--- config.mk ---
export PLATFORM = sky130hd
export DESIGN_NAME = uart_tx_fifo
export DESIGN_NICKNAME = d
export VERILOG_FILES = /design/src/rtl/uart_pkg.sv /design/src/rtl/sync_fifo.sv /design/src/rtl/uart_tx_fifo.sv
export SDC_FILE = /design/constraint.sdc
export NUM_CORES = 1
export LEC_CHECK = 0
export CAP_MARGIN = 20
export CORE_MARGIN = 3
export CORE_UTILIZATION = 40
export CTS_CLUSTER_SIZE = 14
export DETAILED_ROUTE_END_ITERATION = 8
export MAX_ROUTING_LAYER = met4
export SETUP_SLACK_MARGIN = 0.5
export SLEW_MARGIN = 25
export SYNTH_ARGS = -nofsm -noshare
export SYNTH_HDL_FRONTEND = slang
export SYNTH_SLANG_ARGS = --single-unit
export TNS_END_PERCENT = 5
--- constraint.sdc ---
create_clock -name clk -period 3 [get_ports clk]
set_input_delay 0.45 -clock clk [delete_from_list [all_inputs] [get_ports clk]]
set_output_delay 0.45 -clock clk [all_outputs]
set_load 0.02 [all_outputs]
--- src/rtl/uart_pkg.sv ---
// uart_pkg: frame constants and FSM state type shared by the UART transmitter and receiver.
package uart_pkg;
  typedef enum logic [1:0] {IDLE, START, DATA, STOP} uart_state_e;
  localparam int UART_DATA_BITS = 8;
  localparam logic UART_START_LVL = 1'b0;
  localparam logic UART_STOP_LVL = 1'b1;
  localparam logic UART_IDLE_LVL = 1'b1;
endpackage

--- src/rtl/sync_fifo.sv ---
// sync_fifo: single-clock FIFO with show-ahead read; rdata is valid whenever empty is low.
module sync_fifo #(
  parameter int WIDTH = 8,
  parameter int DEPTH = 4
) (
  input  logic             clk,
  input  logic             rst,
  input  logic             wr,
  input  logic [WIDTH-1:0] wdata,
  input  logic             rd,
  output logic [WIDTH-1:0] rdata,
  output logic             full,
  output logic             empty
);
  localparam int AW = $clog2(DEPTH);
  logic [WIDTH-1:0] mem_q [DEPTH];
  logic [AW-1:0] wp_q, rp_q;
  logic [AW:0] cnt_q;
  logic we, re;
  assign full = cnt_q == (AW+1)'(DEPTH);
  assign empty = cnt_q == '0;
  assign we = wr && !full;
  assign re = rd && !empty;
  assign rdata = mem_q[rp_q];
  always_ff @(posedge clk)
    if (we) mem_q[wp_q] <= wdata;
  always_ff @(posedge clk or posedge rst)
    if (rst) begin
      wp_q <= '0;
      rp_q <= '0;
      cnt_q <= '0;
    end else begin
      wp_q <= wp_q + AW'(we);
      rp_q <= rp_q + AW'(re);
      cnt_q <= cnt_q + (AW+1)'(we) - (AW+1)'(re);
    end
endmodule

--- src/rtl/uart_tx_fifo.sv ---
// uart_tx_fifo: 8N1 LSB-first UART transmitter fed by a small byte FIFO.
module uart_tx_fifo
  import uart_pkg::*;
#(
  parameter int KBAUD = 10416,
  parameter int FIFO_DEPTH = 4
) (
  input  logic       clk,
  input  logic       rst,
  input  logic [7:0] tx_data,
  input  logic       tx_wr,
  output logic       tx_full,
  output logic       tx_serial,
  output logic       tx_done,
  output logic       busy
);
  localparam int BW = $clog2(KBAUD);
  localparam logic [BW-1:0] BAUD_LAST = BW'(KBAUD - 1);
  localparam logic [2:0] LAST_BIT = 3'(UART_DATA_BITS - 1);
  uart_state_e state_q;
  logic [BW-1:0] baud_q;
  logic [2:0] bit_q;
  logic [UART_DATA_BITS-1:0] shift_q;
  logic [7:0] fifo_data;
  logic tx_q, done_q, empty, pop;
  sync_fifo #(.WIDTH(8), .DEPTH(FIFO_DEPTH)) u_fifo (
    .clk(clk),
    .rst(rst),
    .wr(tx_wr),
    .wdata(tx_data),
    .rd(pop),
    .rdata(fifo_data),
    .full(tx_full),
    .empty(empty)
  );
  // A pop at the end of the stop bit chains the next frame with no idle gap.
  assign pop = !empty && (state_q == IDLE || (state_q == STOP && baud_q == '0));
  assign busy = state_q != IDLE || !empty;
  assign tx_serial = tx_q;
  assign tx_done = done_q;
  always_ff @(posedge clk or posedge rst)
    if (rst) begin
      state_q <= IDLE;
      baud_q <= '0;
      bit_q <= '0;
      shift_q <= '0;
      tx_q <= UART_IDLE_LVL;
      done_q <= 1'b0;
    end else begin
      done_q <= 1'b0;
      baud_q <= baud_q != '0 ? baud_q - 1'b1 : baud_q;
      tx_q <= state_q == START ? UART_START_LVL :
              state_q == DATA  ? shift_q[0] :
              state_q == STOP  ? UART_STOP_LVL : UART_IDLE_LVL;
      case (state_q)
        IDLE: if (pop) begin
          shift_q <= fifo_data;
          baud_q <= BAUD_LAST;
          state_q <= START;
        end
        START: if (baud_q == '0) begin
          baud_q <= BAUD_LAST;
          bit_q <= '0;
          state_q <= DATA;
        end
        DATA: if (baud_q == '0) begin
          shift_q <= shift_q >> 1;
          baud_q <= BAUD_LAST;
          bit_q <= bit_q + 3'd1;
          if (bit_q == LAST_BIT) state_q <= STOP;
        end
        default: if (baud_q == '0) begin
          done_q <= 1'b1;
          if (pop) begin
            shift_q <= fifo_data;
            baud_q <= BAUD_LAST;
            state_q <= START;
          end else state_q <= IDLE;
        end
      endcase
    end
endmodule

==> results of run 1 <==
==> routing by layer <==
layer	part of all wire [%]	wire [microns]	track usage (%)	up-vias
li1	-	-	-	1138
met1	46	3260	19.9	1172
met2	49	3460	25.4	31
met3	2.9	207	3.89	11
met4	1.6	111	5.67	0
met5	0	0	-	-
==> area by class of cell <==
type / instances / share of cell area [%]
clock buffers: 9 / 3.07
clock inverters: 7 / 2.01
inverters: 10 / 0.930
multi-input cells: 193 / 37.2
flip-flops and latches: 68 / 46.2
well taps: 105 / 3.25
repair buffers: 35 / 7.34
==> registers in the layout (all words and copies together), names as in the netlist <==
signal,cells
shift_q,8
bit_q,3
u_fifo.wp_q,2
u_fifo.rp_q,2
tx_serial,1
baud_q,14
u_fifo.cnt_q,3
tx_done,1
u_fifo.mem_q,32
state_q,2
==> logic make-up (layout without fill, tap and decap cells) <==
| group | after synthesis | in the layout | synth area share [%] |
|---|---|---|---|
| compound gates | 72 | 72 | 14.0 |
| xor+xnor | 13 | 13 | 3.32 |
| fa+ha+maj | 12 | 12 | 4.59 |
| buf+inv | 24 | 61 | 3.21 |
| flops | 68 | 68 | 54.2 |
| mux | 15 | 15 | 7.54 |
| simple gates | 81 | 81 | 13.1 |
==> where the power goes <==
group | internal [mW] | total, mW | leakage [nW] | switching, mW
Combinational | 0.993 | 2.10 | 0.723 | 1.11
Clock | 0.397 | 0.785 | 0.101 | 0.389
Sequential | 1.28 | 1.57 | 0.746 | 0.293
==> timing repair <==
item / CTS / global route
pin swaps: 0 / 4
buffers inserted: 0 / 8
setup endpoints to repair: 10 / 13
gates resized for setup: 6 / 6
==> worst paths after layout <==
path | from | to | depth (start not counted)
hold reg to reg | shift_q[7] | shift_q[7] | 1
setup / recovery | baud_q[9] | baud_q[0] | 8
max in group asynchronous | rst | baud_q[8] | 3
setup reg to reg | baud_q[9] | baud_q[0] | 8
min in group clk | shift_q[7] | shift_q[7] | 1
hold / removal | rst | shift_q[2] | 3
==> per-stage QoR <==
| step | utilization [%] | power [mW] | instance area [sq um] |
|---|---|---|---|
| global placement | 45.2 | 3.51 | 3730 |
| floorplan | - | 3.00 | 3430 |
| global route | 48.9 | 4.81 | 4040 |
| finish | 48.9 | 4.45 | 4040 |
| detailed placement | 45.2 | 3.55 | 3730 |
| CTS | 48.0 | 4.39 | 3970 |
==> cells in the final DEF, fill, tap and decap left out, types with 2 or more instances in the layout <==
cell              n
a21oi_1          18
mux2_2            3
a22o_1            3
o21bai_1          6
nor3_1            4
a22oi_1           3
mux2i_1           3
mux4_2            8
o21ai_0          12
o2bb2ai_1         3
nand3_1           3
nand2b_1          2
nor4_1            3
o22ai_1           7
nor2_1           25
dfrtp_1          33
buf_4            21
nor2b_1           2
o31ai_1           7
nand4_1           2
clkbuf_8          9
edfxtp_1         32
inv_1             8
dfrtp_2           2
inv_6             4
nand2_1          17
nor3b_1           3
xnor2_1           7
ha_1             10
clkdlybuf4s50_1  13
xor2_1            6
==> worst min-delay path: stages <==
cell and delay [ns]:
clkdlybuf4s50_1 0.39, inv_1 0.05, buf_4 0.40
==> impl_metrics.env, run 1 <==
export IMPL_first_global_vias=2340
export IMPL_avgSynthCellArea_sq_um=12.1
export IMPL_syn_cell_area_sq_um=3430
export IMPL_crit_path_top_delay_cell="or4_4"
export IMPL_fin_worst_skew_ns=0.0109
export IMPL_vias=2352
export IMPL_rrSetupSlack_ns=0.59
export IMPL_ys_async_sr_fraction_pct=52.9
export IMPL_syn_nets=308
export IMPL_via_per_inst=5.51
export IMPL_criticalPathCategory="flop to flop"
export IMPL_fin_ws_ns=0.590
export IMPL_placed_cells=403
export IMPL_p_leak_nw=1.57
export IMPL_yosysMostFrequentCell="dfrtp_1"
export IMPL_setup_violations_final=0
export IMPL_cts_tree="yes"
export IMPL_htree_levels=3
export IMPL_synth_main_ff_cell="dfrtp_1"
export IMPL_final_max_slew_violation_count=0
export IMPL_hold_viol_final=0
export IMPL_start_kind="flop"
export IMPL_clock_sinks=68
export IMPL_nFillCells=760
export IMPL_place_congestion=0.772
export IMPL_io_buffers=14
export IMPL_path_buf_inv=1
export IMPL_clock_path_buffers=2
export IMPL_slowest_delay_ns=0.54
export IMPL_design_die_area_sq_um=9730
export IMPL_fp_dieW_microns=98.7
export IMPL_drc_errors=0
export IMPL_pwr_density_cell_nw_per_um2=1100
export IMPL_syn_inst=285
export IMPL_drive_gt1_share_pct=21.1
export IMPL_clock_fmax_mhz=415
export IMPL_cts_buffers=9
export IMPL_yosysSeqAreaShare_pct=54.2
export IMPL_slew_headroom_pct=60.5
export IMPL_whs_ns=0.499
export IMPL_synth_edf_count=32
export IMPL_vdd_drop_max_v=0.000412
export IMPL_yosys_top_cells_area="edfxtp_1, dfrtp_1, mux4_2"
export IMPL_status="finished clean"
export IMPL_grt_max_degree=37
export IMPL_synth_top_cell_by_area="edfxtp_1"
export IMPL_synth_seq_cells=68
export IMPL_hpwl_microns=4850
export IMPL_ys_types=65
export IMPL_core_sq_um=8260
export IMPL_num_rows=33
export IMPL_worstHoldPathType="primary input to asynchronous set/reset pin"
export IMPL_crit_chain="or4_4 -> nor3_4 -> and3_4 -> inv_2 -> ha_1 -> o21ai_1 -> o21ai_0 -> mux2_2"
export IMPL_drt_iter0_markers=128
export IMPL_postCtsHoldBufs=0
export IMPL_wl_microns=7040
export IMPL_fin_crit_ns=2.41
export IMPL_ys_warn_count=0
export IMPL_cp_max_fo=4
export IMPL_final_nets=340
export IMPL_dr_pass1_iters=4
export IMPL_grt_pass1_wl_microns=11800
export IMPL_num_antenna_cells=0
export IMPL_crit_path_end_kind="flop"
export IMPL_tightest_slew_ns=0.593
export IMPL_cts_clk_slew_worst_paths_ns=0.09
export IMPL_routedWlPerCell_microns=16.5
export IMPL_path_delay_family="simple AND/OR/NAND/NOR gates"
export IMPL_grtUsageTotal_pct=15.9
export IMPL_tns_ns=0
export IMPL_die_y_microns=98.7
export IMPL_dp_slack_ns=0.397
export IMPL_start_util_pct=41.6
export IMPL_synth_top_area_share_pct=28.0
export IMPL_synth_commonest_cells="dfrtp_1, edfxtp_1, nor2_1"
export IMPL_period_share_pct=80.3
export IMPL_ant_nets=0
export IMPL_cap_violations=0
export IMPL_ff_latch_area_sq_um=1870
export IMPL_gr_total_overflow=0
export IMPL_syn2layout_area_growth_pct=17.6
export IMPL_root_buffer="clkbuf_8"
export IMPL_grt_setup_unrepaired="yes"
export IMPL_crit_arrival_ns=2.65
export IMPL_stdcell_count=427
export IMPL_io_pin_count=15
export IMPL_antenna_found_initial=0
export IMPL_insertion_delay_ns=0.36
export IMPL_multi_input_area_sq_um=1500
export IMPL_crit_required_ns=3.24
Note: power is estimated with default switching activity, not from simulation.
==> run 2: changes to the inputs <==
Clock period 3 ns to 2.2 ns, I/O delays scaled along.
==> run 2 against run 1 <==
  * The flow now finishes with violations (negative setup slack)
  * Sequential cell count unchanged
  * Sequential power up 28%
  * Sequential share of layout area is 4.8 points lower
  * Register-to-register slack lost 0.63 ns
  * Final cell count grew 8.9%
  * Clock-buffer cell count is the same
  * Setup slack worse by 0.63 ns
  * Final area grew 11%
  * Fmax up 7.5%
  * First-iteration DRC count down 20%
==> impl_metrics.env, run 2 (synthesis results as in run 1) <==
export IMPL_status="complete, but fails checks"
export IMPL_violations="negative setup slack"
export IMPL_gr_total_overflow=0
export IMPL_crit_arrival_ns=2.47
export IMPL_first_global_vias=2644
export IMPL_setup_violations_final=11
export IMPL_grt_pass1_wl_microns=13100
export IMPL_root_buffer="clkbuf_8"
export IMPL_pwr_density_cell_nw_per_um2=1550
export IMPL_final_max_slew_violation_count=0
export IMPL_largest_register="u_fifo.mem_q"
export IMPL_path_delay_family="simple AND/OR/NAND/NOR gates"
export IMPL_cp_common_cell="buf_4"
export IMPL_final_nets=378
export IMPL_grt_setup_unrepaired="yes"
export IMPL_syn2layout_area_growth_pct=30.9
export IMPL_crit_path_end_kind="flop"
export IMPL_fin_worst_skew_ns=0.00957
export IMPL_cts_clk_slew_worst_paths_ns=0.09
export IMPL_grt_max_degree=37
export IMPL_clock_sinks=68
export IMPL_clock_path_buffers=2
export IMPL_whs_ns=0.409
export IMPL_layout_commonest_cell="buf_4"
export IMPL_stdcell_count=465
export IMPL_cts_buffers=9
export IMPL_tightest_slew_ns=0.782
export IMPL_core_sq_um=8260
export IMPL_num_rows=33
export IMPL_fin_ws_ns=-0.0407
export IMPL_vias=2515
export IMPL_criticalPathCategory="flop to flop"
export IMPL_num_antenna_cells=0
export IMPL_io_pin_count=15
export IMPL_cp_max_fo=9
export IMPL_placed_cells=436
export IMPL_grtUsageTotal_pct=17.4
export IMPL_cts_tree="yes"
export IMPL_worstHoldPathType="primary input to asynchronous set/reset pin"
export IMPL_crit_required_ns=2.43
export IMPL_vdd_drop_max_v=0.000591
export IMPL_via_per_inst=5.41
export IMPL_drive_gt1_share_pct=36.7
export IMPL_slowest_delay_ns=0.37
export IMPL_drt_iter0_markers=103
export IMPL_slew_headroom_pct=47.6
export IMPL_wl_microns=7720
export IMPL_start_util_pct=41.6
export IMPL_die_y_microns=98.7
export IMPL_path_buf_inv=3
export IMPL_clock_fmax_mhz=446
export IMPL_htree_levels=3
export IMPL_crit_path_top_delay_cell="dfrtp_1"
export IMPL_final_cell_mix="buf_4, dfrtp_1, edfxtp_1"
export IMPL_reg_largest_list="u_fifo.mem_q: 32 flops, baud_q: 14 flops, shift_q: 8 flops"
export IMPL_hpwl_microns=5150
export IMPL_dr_pass1_iters=4
export IMPL_fin_crit_ns=2.24
export IMPL_place_congestion=0.863
export IMPL_antenna_found_initial=0
export IMPL_nFillCells=723
export IMPL_design_die_area_sq_um=9730
export IMPL_io_buffers=14
export IMPL_largest_register_ffs=32
export IMPL_start_kind="flop"
export IMPL_utilization_pct=54.5
export IMPL_postCtsHoldBufs=0
export IMPL_crit_chain="ha_2 -> nor4bb_4 -> a41oi_2 -> buf_4 -> buf_4 -> or2_4 -> buf_6 -> o31ai_1 -> a21oi_1"
export IMPL_hold_viol_final=0
export IMPL_tns_ns=-0.262
export IMPL_period_share_pct=102
export IMPL_total_power_mw=6.97
export IMPL_drc_errors=0
export IMPL_ant_nets=0
export IMPL_cap_violations=0
export IMPL_routedWlPerCell_microns=16.6
export IMPL_p_leak_nw=1.79
export IMPL_insertion_delay_ns=0.34
export IMPL_fp_dieW_microns=98.7
==> run 2: cell types whose count changed in the layout (fill, tap and decap cells not counted), moves of 5 or more <==
cell,delta
o31ai_2,+5
o31ai_1,-6
buf_4,+31
buf_6,+6
==> run 2: path summary, 6_finish.rpt <==
kind                                 start          to  slack [ns]  cells after the start
worst max-delay path            state_q[1]  shift_q[4]       -0.04                      9
worst max register to register  state_q[1]  shift_q[4]       -0.04                      9
max in group asynchronous              rst   tx_serial        1.44                      3
min in group clk                shift_q[7]  shift_q[7]        0.51                      1
worst min-delay path                   rst    bit_q[0]        0.41                      3
worst min register to register  shift_q[7]  shift_q[7]        0.51                      1
==> run 2: routing by layer <==
metal	wire, microns	part of all wire [%]	GRT usage [%]	vias to the layer above
met3	207	2.7	2.76	8
met1	3420	44	21.5	1251
met5	0	0	-	-
met4	65	0.84	5.57	0
met2	4030	52	29.4	38
li1	-	-	-	1218
==> run 2: layout make-up <==
type                       instances  area (sq um)  share of cell area [%]
clock buffer                       9           124                    2.75
clock inverter                     7          81.3                    1.81
inverter                          10          40.0                   0.890
multi-input combinational        193          1650                    36.7
sequential                        68          1860                    41.4
tap                              105           131                    2.92
timing repair buffer              73           606                    13.5
==> run 2: what timing repair did <==
item / 4_1_cts / 5_1_grt
endpoints found under the setup margin: 35 / 66
pin swaps: 14 / 15
cloned: 0 / 1
gates resized for setup: 27 / 31
buffers inserted: 11 / 1
==> run 2: worst min-delay path: stages <==
cell	delay, ns
clkdlybuf4s50_1	0.40
inv_1	0.05
buf_4	0.42
==> run 2: where the power goes <==
| part | switching (mW) | internal (mW) |
|---|---|---|
| Sequential | 0.269 | 1.74 |
| Combinational | 1.95 | 1.93 |
| Clock | 0.547 | 0.542 |
| Total | 2.76 | 4.21 |
==> run 2: through the flow <==
| step | worst slack (ns) | area, sq um |
|---|---|---|
| 3_5_place_dp | -0.0907 | 4000 |
| 6_report | -0.0407 | 4500 |
| 4_1_cts | -0.0716 | 4360 |
| 5_1_grt | -0.167 | 4500 |
| 3_3_place_gp | -0.0485 | 4000 |
| 2_1_floorplan | -0.226 | 3460 |
==> run 3: changes to the inputs <==
Settings changed: CORE_UTILIZATION 40 to 49, PLACE_DENSITY_LB_ADDON set to 0.25.
==> run 3 against run 2 <==
  * The flow still finishes with violations (negative setup slack)
  * Hold slack lost 0.030 ns
  * Clock skew shrank 0.0032 ns
  * Register-to-register slack is essentially flat
  * Critical path type unchanged
  * Sequential share of layout area grew 0.13 points
  * Highest routed layer unchanged
  * Via count shrank 0.32%
  * Sequential cell count is the same
==> impl_metrics.env, run 3 (synthesis results as in run 1) <==
export IMPL_tightest_slew_ns=0.464
export IMPL_status="complete, but fails checks"
export IMPL_num_antenna_cells=0
export IMPL_largest_register_ffs=32
export IMPL_drt_iter0_markers=179
export IMPL_root_buffer="clkbuf_8"
export IMPL_vias=2507
export IMPL_htree_levels=3
export IMPL_final_nets=362
export IMPL_final_max_slew_violation_count=0
export IMPL_crit_arrival_ns=2.48
export IMPL_crit_path_end_kind="flop"
export IMPL_rrSetupSlack_ns=-0.04
export IMPL_design_die_area_sq_um=8050
export IMPL_cts_clk_slew_worst_paths_ns=0.08
export IMPL_grtUsageTotal_pct=21.0
export IMPL_start_kind="flop"
export IMPL_criticalPathCategory="flop to flop"
export IMPL_hold_viol_final=0
export IMPL_placed_cells=419
export IMPL_cp_max_fo=4
export IMPL_reg2reg_to="u_fifo.cnt_q[2]"
export IMPL_ant_nets=0
export IMPL_hpwl_microns=5130
export IMPL_cts_buffers=9
export IMPL_crit_path_top_delay_cell="dfrtp_1"
export IMPL_largest_register="u_fifo.mem_q"
export IMPL_crit_chain="nor4_1 -> buf_4 -> a41oi_4 -> or3_4 -> fa_2 -> xnor2_2 -> xnor2_1"
export IMPL_worstHoldPathType="primary input to asynchronous set/reset pin"
export IMPL_via_per_inst=5.74
export IMPL_io_pin_count=15
export IMPL_start_util_pct=52.3
export IMPL_ff_latch_area_sq_um=1860
export IMPL_setup_violations_final=3
export IMPL_path_buf_inv=1
export IMPL_insertion_delay_ns=0.35
export IMPL_cts_tree="yes"
export IMPL_cap_violations=0
export IMPL_num_rows=29
export IMPL_p_leak_nw=1.73
export IMPL_fin_crit_ns=2.24
export IMPL_syn2layout_area_growth_pct=30.6
export IMPL_gr_total_overflow=0
export IMPL_io_buffers=14
export IMPL_first_global_vias=2587
export IMPL_grt_setup_unrepaired="yes"
export IMPL_dr_pass1_iters=4
export IMPL_slew_headroom_pct=68.8
export IMPL_fp_dieW_microns=89.7
export IMPL_pwr_density_cell_nw_per_um2=1570
export IMPL_antenna_found_initial=0
export IMPL_crit_required_ns=2.44
export IMPL_core_sq_um=6570
export IMPL_wl_microns=7850
export IMPL_clock_fmax_mhz=446
export IMPL_fin_worst_skew_ns=0.00638
export IMPL_whs_ns=0.379
export IMPL_reg2reg_from="baud_q[10]"
export IMPL_postCtsHoldBufs=0
export IMPL_grt_pass1_wl_microns=13100
export IMPL_place_congestion=0.887
export IMPL_worst_r2r_cell_count=7
export IMPL_drc_errors=0
export IMPL_vdd_drop_max_v=0.000777
export IMPL_reg_largest_list="u_fifo.mem_q: 32 flops, baud_q: 14 flops, shift_q: 8 flops"
export IMPL_routedWlPerCell_microns=18.0
export IMPL_violations="negative setup slack"
export IMPL_cp_startpoint="baud_q[10]"
export IMPL_clock_sinks=68
export IMPL_final_cell_mix="dfrtp_1, buf_4, edfxtp_1"
export IMPL_grt_max_degree=37
export IMPL_clock_path_buffers=2
export IMPL_multi_input_area_sq_um=1750
export IMPL_nFillCells=480
export IMPL_stdcell_count=437
export IMPL_die_y_microns=89.7
export IMPL_total_power_mw=7.03
export IMPL_path_delay_family="simple AND/OR/NAND/NOR gates"
export IMPL_slowest_delay_ns=0.43
export IMPL_drive_gt1_share_pct=37.2
export IMPL_fin_ws_ns=-0.0405
export IMPL_period_share_pct=102
## run 3: changes by cell type in the layout (fill, tap and decap cells not counted), moves of 2 or more
cell,change
o21ai_2,+2
o31ai_2,-2
nor2_4,+3
nor2_1,-5
buf_4,-18
nor2_2,+2
o31ai_4,+3
nand2_4,+2
buf_6,+2
## run 3: worst max-delay path by stage
stage,depth (start not counted),endpoint
global route,10,u_fifo.cnt_q[2]
global placement,10,u_fifo.cnt_q[2]
finish,7,u_fifo.cnt_q[2]
CTS,10,u_fifo.cnt_q[2]
detailed placement,11,u_fifo.cnt_q[2]
floorplan,10,baud_q[0]
## run 3: final cells by class
| cell class | instances | area share, % |
|---|---|---|
| clock inverters | 7 | 1.79 |
| well taps | 93 | 2.59 |
| inverters | 10 | 0.893 |
| flip-flops and latches | 68 | 41.6 |
| multi-input cells | 193 | 39.1 |
| clock buffers | 9 | 2.76 |
| repair buffers | 57 | 11.3 |
## run 3: worst min-delay path: cells and delay by family
| family | cells | cell delay, ns |
|---|---|---|
| buffers and inverters | 3 | 0.84 |
## run 3: layer usage
layer | GRT usage, % | part of all wire (%) | up-vias
li1 | - | - | 1182
met3 | 4.76 | 4.3 | 15
met1 | 28.3 | 45 | 1247
met4 | 6.39 | 1.5 | 0
met5 | - | 0 | -
met2 | 32.1 | 49 | 63
## run 3: metrics by stage
step | area [sq um] | util [%] | worst slack (ns) | setup TNS, ns
after floorplan | 3460 | - | -0.226 | -0.565
after global placement | 3950 | 60.1 | -0.0846 | -0.0961
after detailed placement | 3950 | 60.1 | -0.125 | -0.204
after CTS | 4420 | 67.3 | -0.0190 | -0.0190
after global routing | 4490 | 68.3 | -0.172 | -0.745
final | 4490 | 68.3 | -0.0405 | -0.0693
## run 3: power breakdown
part           internal (mW)  total (mW)  switching [mW]  leakage [nW]
Combinational           1.83        3.94            2.10         0.882
Clock                  0.539        1.07           0.533        0.0973
Sequential              1.74        2.02           0.280         0.749
Total                   4.11        7.03            2.91          1.73
## run 3: repair_timing
| item | in CTS | in global routing |
|---|---|---|
| buffers inserted | 1 | 1 |
| endpoints found under the hold margin | 0 | 0 |
| resized for setup | 71 | 15 |
| pin swaps | 31 | 8 |
| setup endpoints to repair | 43 | 50 |
